==> src/rtl/qam16_symbol_tx.sv <==
// 16-QAM transmit symbol source: symbol FIFO, 4-ASK I/Q mapper, priming FSM
// and zero-stuffed x4 upsampler feeding the pulse-shaping filter.
module qam16_symbol_tx #(
  parameter int                FIFO_DEPTH  = 8,
  parameter int                START_LEVEL = 4,
  parameter logic signed [17:0] A_LVL      = 18'sd21845
) (
  input  logic               sys_clk,
  input  logic               reset,
  input  logic               sam_clk_en,
  input  logic               sym_clk_en,
  input  logic [3:0]         in_sym,
  input  logic               in_valid,
  output logic               in_ready,
  output logic signed [17:0] sym_i,
  output logic signed [17:0] sym_q,
  output logic signed [17:0] up_i,
  output logic signed [17:0] up_q,
  output logic               active,
  output logic               underflow,
  output logic [15:0]        underflow_cnt,
  output logic [31:0]        sym_cnt
);

  localparam int AW = $clog2(FIFO_DEPTH);
  localparam logic [AW:0] START_CNT = (AW+1)'(START_LEVEL);
  localparam logic [AW:0] FULL_CNT  = (AW+1)'(FIFO_DEPTH);
  localparam logic signed [17:0] L1 = A_LVL;
  localparam logic signed [17:0] L3 = 18'(A_LVL * 18'sd3);

  typedef enum logic [1:0] {IDLE = 2'd0, RUN = 2'd1, STARVED = 2'd2} state_t;

  function automatic logic signed [17:0] map_lvl(input logic [1:0] bits);
    case (bits)
      2'b00:   map_lvl = -L3;
      2'b01:   map_lvl = -L1;
      2'b10:   map_lvl = L1;
      2'b11:   map_lvl = L3;
      default: map_lvl = 18'sd0;
    endcase
  endfunction

  logic [3:0]         mem_q [FIFO_DEPTH];
  logic [AW-1:0]      wr_ptr_q, rd_ptr_q;
  logic [AW:0]        occ_q, occ_d;
  logic               in_ready_q;
  state_t             state_q, state_d;
  logic [1:0]         phase_q, phase_d;
  logic signed [17:0] sym_i_q, sym_q_q, up_i_q, up_q_q;
  logic               active_q, underflow_q;
  logic [15:0]        underflow_cnt_q;
  logic [31:0]        sym_cnt_q;

  logic               wr_s, pop_s, uf_s;
  logic [3:0]         head_s;
  logic signed [17:0] lvl_i_s, lvl_q_s;

  assign wr_s   = in_valid & in_ready_q;
  assign head_s = mem_q[rd_ptr_q];

  // Pop/underflow decision and next-state logic at each symbol enable
  always_comb begin
    pop_s   = 1'b0;
    uf_s    = 1'b0;
    state_d = state_q;
    if (sym_clk_en) begin
      case (state_q)
        RUN: begin
          if (occ_q != {(AW+1){1'b0}}) begin
            pop_s = 1'b1;
          end else begin
            uf_s    = 1'b1;
            state_d = STARVED;
          end
        end
        IDLE, STARVED: begin
          if (occ_q >= START_CNT) begin
            pop_s   = 1'b1;
            state_d = RUN;
          end else begin
            state_d = state_q;
          end
        end
        default: state_d = IDLE;
      endcase
    end else begin
      state_d = state_q;
    end
  end

  // Occupancy, sample phase and mapped levels for the entry being popped
  always_comb begin
    occ_d = occ_q + (AW+1)'(wr_s) - (AW+1)'(pop_s);
    if (sym_clk_en) begin
      phase_d = 2'd0;
    end else if (sam_clk_en) begin
      phase_d = phase_q + 2'd1;
    end else begin
      phase_d = phase_q;
    end
    if (pop_s) begin
      lvl_i_s = map_lvl(head_s[1:0]);
      lvl_q_s = map_lvl(head_s[3:2]);
    end else begin
      lvl_i_s = 18'sd0;
      lvl_q_s = 18'sd0;
    end
  end

  // FIFO storage; contents are don't-care until written
  always_ff @(posedge sys_clk) begin
    if (wr_s) begin
      mem_q[wr_ptr_q] <= in_sym;
    end
  end

  // FSM, pointers and all registered outputs
  always_ff @(posedge sys_clk or posedge reset) begin
    if (reset) begin
      wr_ptr_q        <= {AW{1'b0}};
      rd_ptr_q        <= {AW{1'b0}};
      occ_q           <= {(AW+1){1'b0}};
      in_ready_q      <= 1'b1;
      state_q         <= IDLE;
      phase_q         <= 2'd0;
      sym_i_q         <= 18'sd0;
      sym_q_q         <= 18'sd0;
      up_i_q          <= 18'sd0;
      up_q_q          <= 18'sd0;
      active_q        <= 1'b0;
      underflow_q     <= 1'b0;
      underflow_cnt_q <= 16'd0;
      sym_cnt_q       <= 32'd0;
    end else begin
      state_q    <= state_d;
      occ_q      <= occ_d;
      in_ready_q <= (occ_d != FULL_CNT);
      phase_q    <= phase_d;
      active_q   <= (state_d == RUN);
      underflow_q <= uf_s;
      if (wr_s) begin
        wr_ptr_q <= wr_ptr_q + 1'b1;
      end
      if (pop_s) begin
        rd_ptr_q  <= rd_ptr_q + 1'b1;
        sym_cnt_q <= sym_cnt_q + 32'd1;
      end
      if (uf_s && (underflow_cnt_q != 16'hFFFF)) begin
        underflow_cnt_q <= underflow_cnt_q + 16'd1;
      end
      // Phase 0 carries the level; the other three sample phases are zero-stuffed
      if (sym_clk_en) begin
        sym_i_q <= lvl_i_s;
        sym_q_q <= lvl_q_s;
        up_i_q  <= lvl_i_s;
        up_q_q  <= lvl_q_s;
      end else if (sam_clk_en && (phase_d != 2'd0)) begin
        up_i_q <= 18'sd0;
        up_q_q <= 18'sd0;
      end
    end
  end

  assign in_ready      = in_ready_q;
  assign sym_i         = sym_i_q;
  assign sym_q         = sym_q_q;
  assign up_i          = up_i_q;
  assign up_q          = up_q_q;
  assign active        = active_q;
  assign underflow     = underflow_q;
  assign underflow_cnt = underflow_cnt_q;
  assign sym_cnt       = sym_cnt_q;

endmodule

==> config.mk <==
export PLATFORM = sky130hd
export DESIGN_NAME = qam16_symbol_tx
export DESIGN_NICKNAME = d
export VERILOG_FILES = /design/src/rtl/qam16_symbol_tx.sv
export SDC_FILE = /design/constraint.sdc
export NUM_CORES = 1
export LEC_CHECK = 0
export BUFFER_PORTS_ARGS = -buffer_cell sky130_fd_sc_hd__buf_2
export CORE_ASPECT_RATIO = 1.25
export CORE_MARGIN = 2
export CORE_UTILIZATION = 35
export CTS_CLUSTER_SIZE = 24
export DETAILED_ROUTE_END_ITERATION = 10
export HOLD_SLACK_MARGIN = 0.08
export PLACE_DENSITY = 0.57
export SETUP_SLACK_MARGIN = 0.15
export SYNTH_ARGS = -nofsm -noshare
export SYNTH_HDL_FRONTEND = slang
export SYNTH_SLANG_ARGS = --single-unit
==> constraint.sdc <==
create_clock -name sys_clk -period 3.1 [get_ports sys_clk]
set_clock_uncertainty 0.1 [all_clocks]
set_input_delay 0.31 -clock sys_clk [delete_from_list [all_inputs] [get_ports sys_clk]]
set_output_delay 0.31 -clock sys_clk [all_outputs]
set_load 0.02 [all_outputs]
; Word level (Yosys, flattened, before mapping)
; Memories as Yosys holds them, arrays and structs flattened.
; Cells that the tools add are included.
[op_classes]
n_eq_ne = 11
div = 0
add_sub_neg = 7
shift = 0
bitwise_logic = 1
muxes = 22
reduce_logical = 9
magnitude_cmp = 1
n_mul = 0
[ops]
columns = op, n
row1 = $pmux 18 s4, 2
row2 = $mux 18, 5
row3 = $add 32x1->32 const B, 1
row4 = $add 16x1->16 const B, 1
row5 = $ne 16x16->1 const B, 1
row6 = $eq 2x2->1 const B, 5
row7 = $mux 2, 5
row8 = $eq 2x1->1 const B, 4
row9 = $mux 1, 8
row10 = $add 3x1->3 const B, 2
row11 = $logic_not 2->1, 3
row12 = $add 4x1->4, 1
row13 = $ge 4x3->1 const B, 1
row14 = $ne 4x4->1 const B, 1
row15 = $pmux 2 s2, 1
row16 = $reduce_bool 2->1, 2
row17 = $reduce_bool 4->1, 1
row18 = $sub 4x1->4, 1
row19 = $add 2x1->2 const B, 1
row20 = $logic_and 1x1->1, 2
row21 = $pmux 1 s2, 1
row22 = $reduce_or 2->1, 1
row23 = $and 1x1->1, 1
[totals]
in_bits = 9
ramBits = 32
ff_bits = 137
elab_cells = 66
latch_bits = 0
mem_count = 1
output_inout_bits = 123
rom_bits = 0
[mem_list]
columns = memory, depth, width, read_ports, rd_clocked_by_memory_dff, write_ports, line_no
row1 = mem_q, 8, 4, 1, 0, 1, 43  ; logic [3:0] mem_q [FIFO_DEPTH];

; Depth between registers and ports, before layout
[logic_depth]
word_depth = 7
ltp_mapped = 13
depth_no_buf = 12

; Worst setup path before layout
; OpenSTA, ideal clock, no wires.
[synth_path]
path_kind = flip-flop to flip-flop
from = register occ_q[2]
to = register in_ready_q, in the netlist in_ready
period_less_slack_ps = 3028
n_path_buf = 1
arrival_ps = 2834
t_required_ps = 2906
setup_time_ps = 94
slack_ps = 72
stages_incl_launch_ff = 14
cell_sequence = dfrtp_1 inv_1 ha_1 nand4bb_1 nand4_1 inv_2 buf_1 ha_1 inv_1 ha_1 inv_1 fa_1 inv_1 or4b_1
[synth_between]
elab_chain_cells = 6
elab_cells_between_ends = 9
classes_between = add/sub (2) / order compare (1) / eq/ne (1) / mux (4) / reduce/logical (1)
[synth_rtl]
columns = element, line_no
row1 = start: declaration, 45  ; logic [AW:0] occ_q, occ_d;
row2 = start signal: assignment, 122  ; occ_q <= {(AW+1){1'b0}};
row3 = $ge 4x3->1 / $reduce_bool 4->1 (equally long branches), "77, 69"
row4 = $mux 1 (on tied branches), "77, 69"
row5 = $pmux 1 s2 *, 67  ; case (state_q)
row6 = $mux 1 *, 66  ; if (sym_clk_en) begin
row7 = $sub 4x1->4 *, 93  ; occ_d = occ_q + (AW+1)'(wr_s) - (AW+1)'(pop_s);
row8 = named net occ_d[1], 45
row9 = $ne 4x4->1 *, 137  ; in_ready_q <= (occ_d != FULL_CNT);
row10 = end signal: assignment, 137
row11 = end: declaration, 46  ; logic in_ready_q;
; Mark *: on every way through the listed nets, which the timed path passes. The rest lies on a longest branch.
; A chain may end at the register's enable or synchronous reset.

; Worst setup path in the final report
; Same ends and word-level chain as after synthesis.

==> impl_results.rst <==
.. list-table::
   :header-rows: 1

   * - Metric
     - Value
   * - Area growth from synthesis to layout
     - 14.96%
   * - Data required time at the worst endpoint
     - 3.27 ns
   * - Filler cell count in the final layout
     - 1,421
   * - Worst slack at placement
     - 0.3397 ns
   * - Slowest CP cell
     - or4b_1
   * - Type of element capturing the critical path
     - flop
   * - Number of enable-type register cells in the synthesized netlist
     - 32
   * - I/O pin count
     - 132
   * - Delay contributed by the slowest stage of the critical path
     - 0.53 ns
   * - Number of maximum-capacitance violations
     - 0
   * - Cell area after layout
     - 6037 um2
   * - CTS clock-pin slew for the worst setup and hold paths
     - 0.09 ns
   * - First DRT Iteration DRCs
     - 261
   * - Initial antenna violation count
     - 1
   * - Number of nets in the finished design
     - 541
   * - Worst Hold Margin
     - 0.1193 ns
   * - Die span in y
     - 140.9 um
   * - Actual transition at the worst max-transition pin
     - 0.7711 ns
   * - Yosys warnings
     - 0
   * - Inserted Clock Buffers
     - 9
   * - Syn nets
     - 458
   * - Wire length of the first global-routing pass
     - 17.36 mm
   * - Final worst path period need
     - 2.773 ns
   * - Most frequent cell on the critical path
     - inv_1
   * - Min-delay worst type
     - in2reg
   * - Gp weighted congestion
     - 0.7533
   * - Data arrival, critical path
     - 2.95 ns
   * - Final setup vio count
     - 0
   * - Crit-path cells
     - inv_1 > ha_1 > nand4bb_1 > nand4_1 > inv_2 > ha_1 > inv_1 > ha_1 > inv_1 > fa_1 > inv_1 > or4b_1
   * - Cell chosen for the clock root
     - clkbuf_16
   * - Clock Latency Late Sink
     - 0.36 ns
   * - Total clock sinks
     - 111
   * - RSZ-0062 raised after global routing
     - no
   * - Headroom to the max-slew limit
     - 48.48%
   * - Startpoint class of the critical path
     - flop
   * - Synthesized instance count
     - 438
   * - Starting density of the core
     - 35.42%
   * - Maximum achievable frequency
     - 360.7 MHz
   * - Number of distinct standard cells referenced by the synthesized netlist
     - 51
   * - PwrDens
     - 878.4 nW/um2
   * - Primary flip-flop cell chosen by synthesis mapping
     - dfrtp_1
   * - Number of routed nets with antenna violations
     - 0
   * - Overall track demand over capacity in global routing
     - 13.84%
   * - Post-synthesis average cell area
     - 11.99 um2
   * - Routed vias
     - 3,297
   * - #FFs+latches synth
     - 111
   * - Total length of routed wires
     - 10.63 mm
   * - TNS Setup
     - 0 ns
   * - Proportion of layout cells with a drive suffix above 1
     - 34.03%
   * - Post-cts repair resize count
     - 0
   * - Initial DRT Pass Iterations
     - 6
   * - Number of global-route vias before repair
     - 3,332
   * - Critical path type
     - reg2reg
   * - Part of the Yosys area used for sequential elements
     - 55.97%
   * - CTS tree
     - built
   * - Placement Rows
     - 50
   * - Count of input and output buffers
     - 131
   * - Via count normalized by instance count
     - 4.650
   * - Remaining DRCs
     - 0
   * - Synthesized area
     - 5251 um2
   * - Die Footprint
     - 16,010 um2
   * - Max Slew Vio Count
     - 0
   * - Least setup slack across all paths after layout
     - 0.3273 ns
   * - Maximum number of pins on one net before global-route repair
     - 33
   * - Area of the core region
     - 14,830 um2
   * - Number of levels in the clock H-tree
     - 3
   * - Run status
     - finished, final reports clean
   * - Fraction of the cycle the final worst path needs
     - 89.44%
   * - Post-detailed-placement half-perimeter wirelength
     - 7.873 mm
   * - Largest fanout on the critical path
     - 3
   * - Grt total ovfl
     - 0
   * - Overall Power
     - 5.303 mW
   * - WL per Instance
     - 14.99 um
   * - Hold Violations, Final
     - 0
   * - Width of the die
     - 113.6 um
   * - VDD IR max
     - 0.0003401 V
   * - Maximum root-to-sink buffer count
     - 2
   * - Static Leakage
     - 2.962 nW
   * - Standard cell area after detailed placement
     - 5715 um2
   * - Proportion of synthesized flip-flops having asynchronous set or reset
     - 71.17%
-- critical path, delay by kind of cell (launching register included) --
kind | cells | cell delay [ns]
flops | 1 | 0.37
simple gates | 3 | 0.79
buf+inv | 5 | 0.31
fa+ha+maj | 4 | 1.13
-- state kept, by name (all words and copies together) (netlist names), 4 cells and up --
signal	flops
mem_q	32
sym_cnt	32
underflow_cnt	16
occ_q	4
sym_i	4
up_i	4
-- layer usage --
metal	share of wire, %	vias up	routed length [um]	track usage [%]
met4	1.4	0	150	4.878
met3	3.6	9	381	3.138
met1	44	1609	4633	17.16
met2	51	69	5459	23.67
li1	-	1610	-	-
met5	0	-	0	0
-- cell usage after synthesis (all sizes together) (2+ instances only) --
cell,instances,area share (%)
a21oi,3,0.29
o2bb2ai,4,0.67
nor3,18,1.7
a21o,3,0.43
and4,2,0.33
and2,2,0.24
clkbuf,7,0.50
mux4,8,3.4
nor3b,3,0.43
a21boi,2,0.29
mux2,3,0.64
xor2,31,5.2
buf,60,8.5
o21ai,7,0.67
inv,18,1.3
edfxtp,32,18
nor4,4,1.0
dfrtp,78,37
nand3,18,1.7
nor4b,2,0.33
ha,10,2.4
nor2,25,1.9
mux2i,4,0.76
and3,2,0.24
or2,2,0.24
nand4,13,2.0
xnor2,20,3.3
nand2,45,3.2
-- worst paths after layout --
check / to / slack [ns] / startpoint / cells after the start
max: in_ready / 0.33 / occ_q[2] / 12
min: mem_q[1][0] / 0.12 / in_sym[0] / 1
max reg2reg: in_ready / 0.33 / occ_q[2] / 12
min reg2reg: sym_cnt[31] / 0.37 / sym_cnt[31] / 1
max in group asynchronous: in_ready / 1.82 / reset / 4
min in group asynchronous: sym_cnt[29] / 0.34 / reset / 3
-- layout make-up --
class | count | area, um2 | share of cell area, %
Inverter | 18 | 68.82 | 1.140
Timing Repair Buffer | 139 | 718.2 | 11.90
Tap cell | 182 | 227.7 | 3.772
Clock inverter | 7 | 83.83 | 1.389
Antenna cell | 1 | 2.502 | 0.04145
Sequential cell | 111 | 2939 | 48.68
Multi-Input combinational cell | 242 | 1772 | 29.35
Clock buffer | 9 | 225.2 | 3.731
-- metrics by stage --
step / instances / util, %
finish: 709 / 40.72
global route: 708 / 40.70
CTS: 708 / 40.70
detailed placement: 691 / 38.55
global placement: 691 / 38.55
floorplan: 438 / -
-- repair_timing --
action / in CTS / in global routing
hold buffers: 1 / 0
hold endpoints to repair: 15 / 0
setup buffers: 0 / 0
-- cells by family after synthesis --
family                   Yosys count  synth area share (%)
AO/OA/AOI/OAI                     21                 2.621
XOR/XNOR                          51                 8.506
adder cells (fa/ha/maj)           11                 2.764
buffers and inverters             85                 10.29
flip-flops                       111                 55.97
multiplexers                      15                 4.837
AND/OR/NAND/NOR                  144                 15.01
-- layout by cell type, fill, tap and decap left out, types with 4 or more instances in the layout --
master and instances:
ha_1 10, inv_1 16, nand3_1 18, buf_4 7, nand4_1 11, mux4_2 8
xnor2_1 20, xor2_1 31, clkbuf_16 9, edfxtp_1 32, mux2i_1 4, dfrtp_1 78
nand2_1 45, o2bb2ai_1 4, o21ai_0 5, nor3_1 18, buf_2 131, nor2_1 22
-- power by group --
group,switching [mW],internal (mW)
sequential,0.364,1.79
clock,0.621,0.588
combinational,1.21,0.731
total,2.19,3.11
No activity file was read; power rests on OpenSTA's default activity.
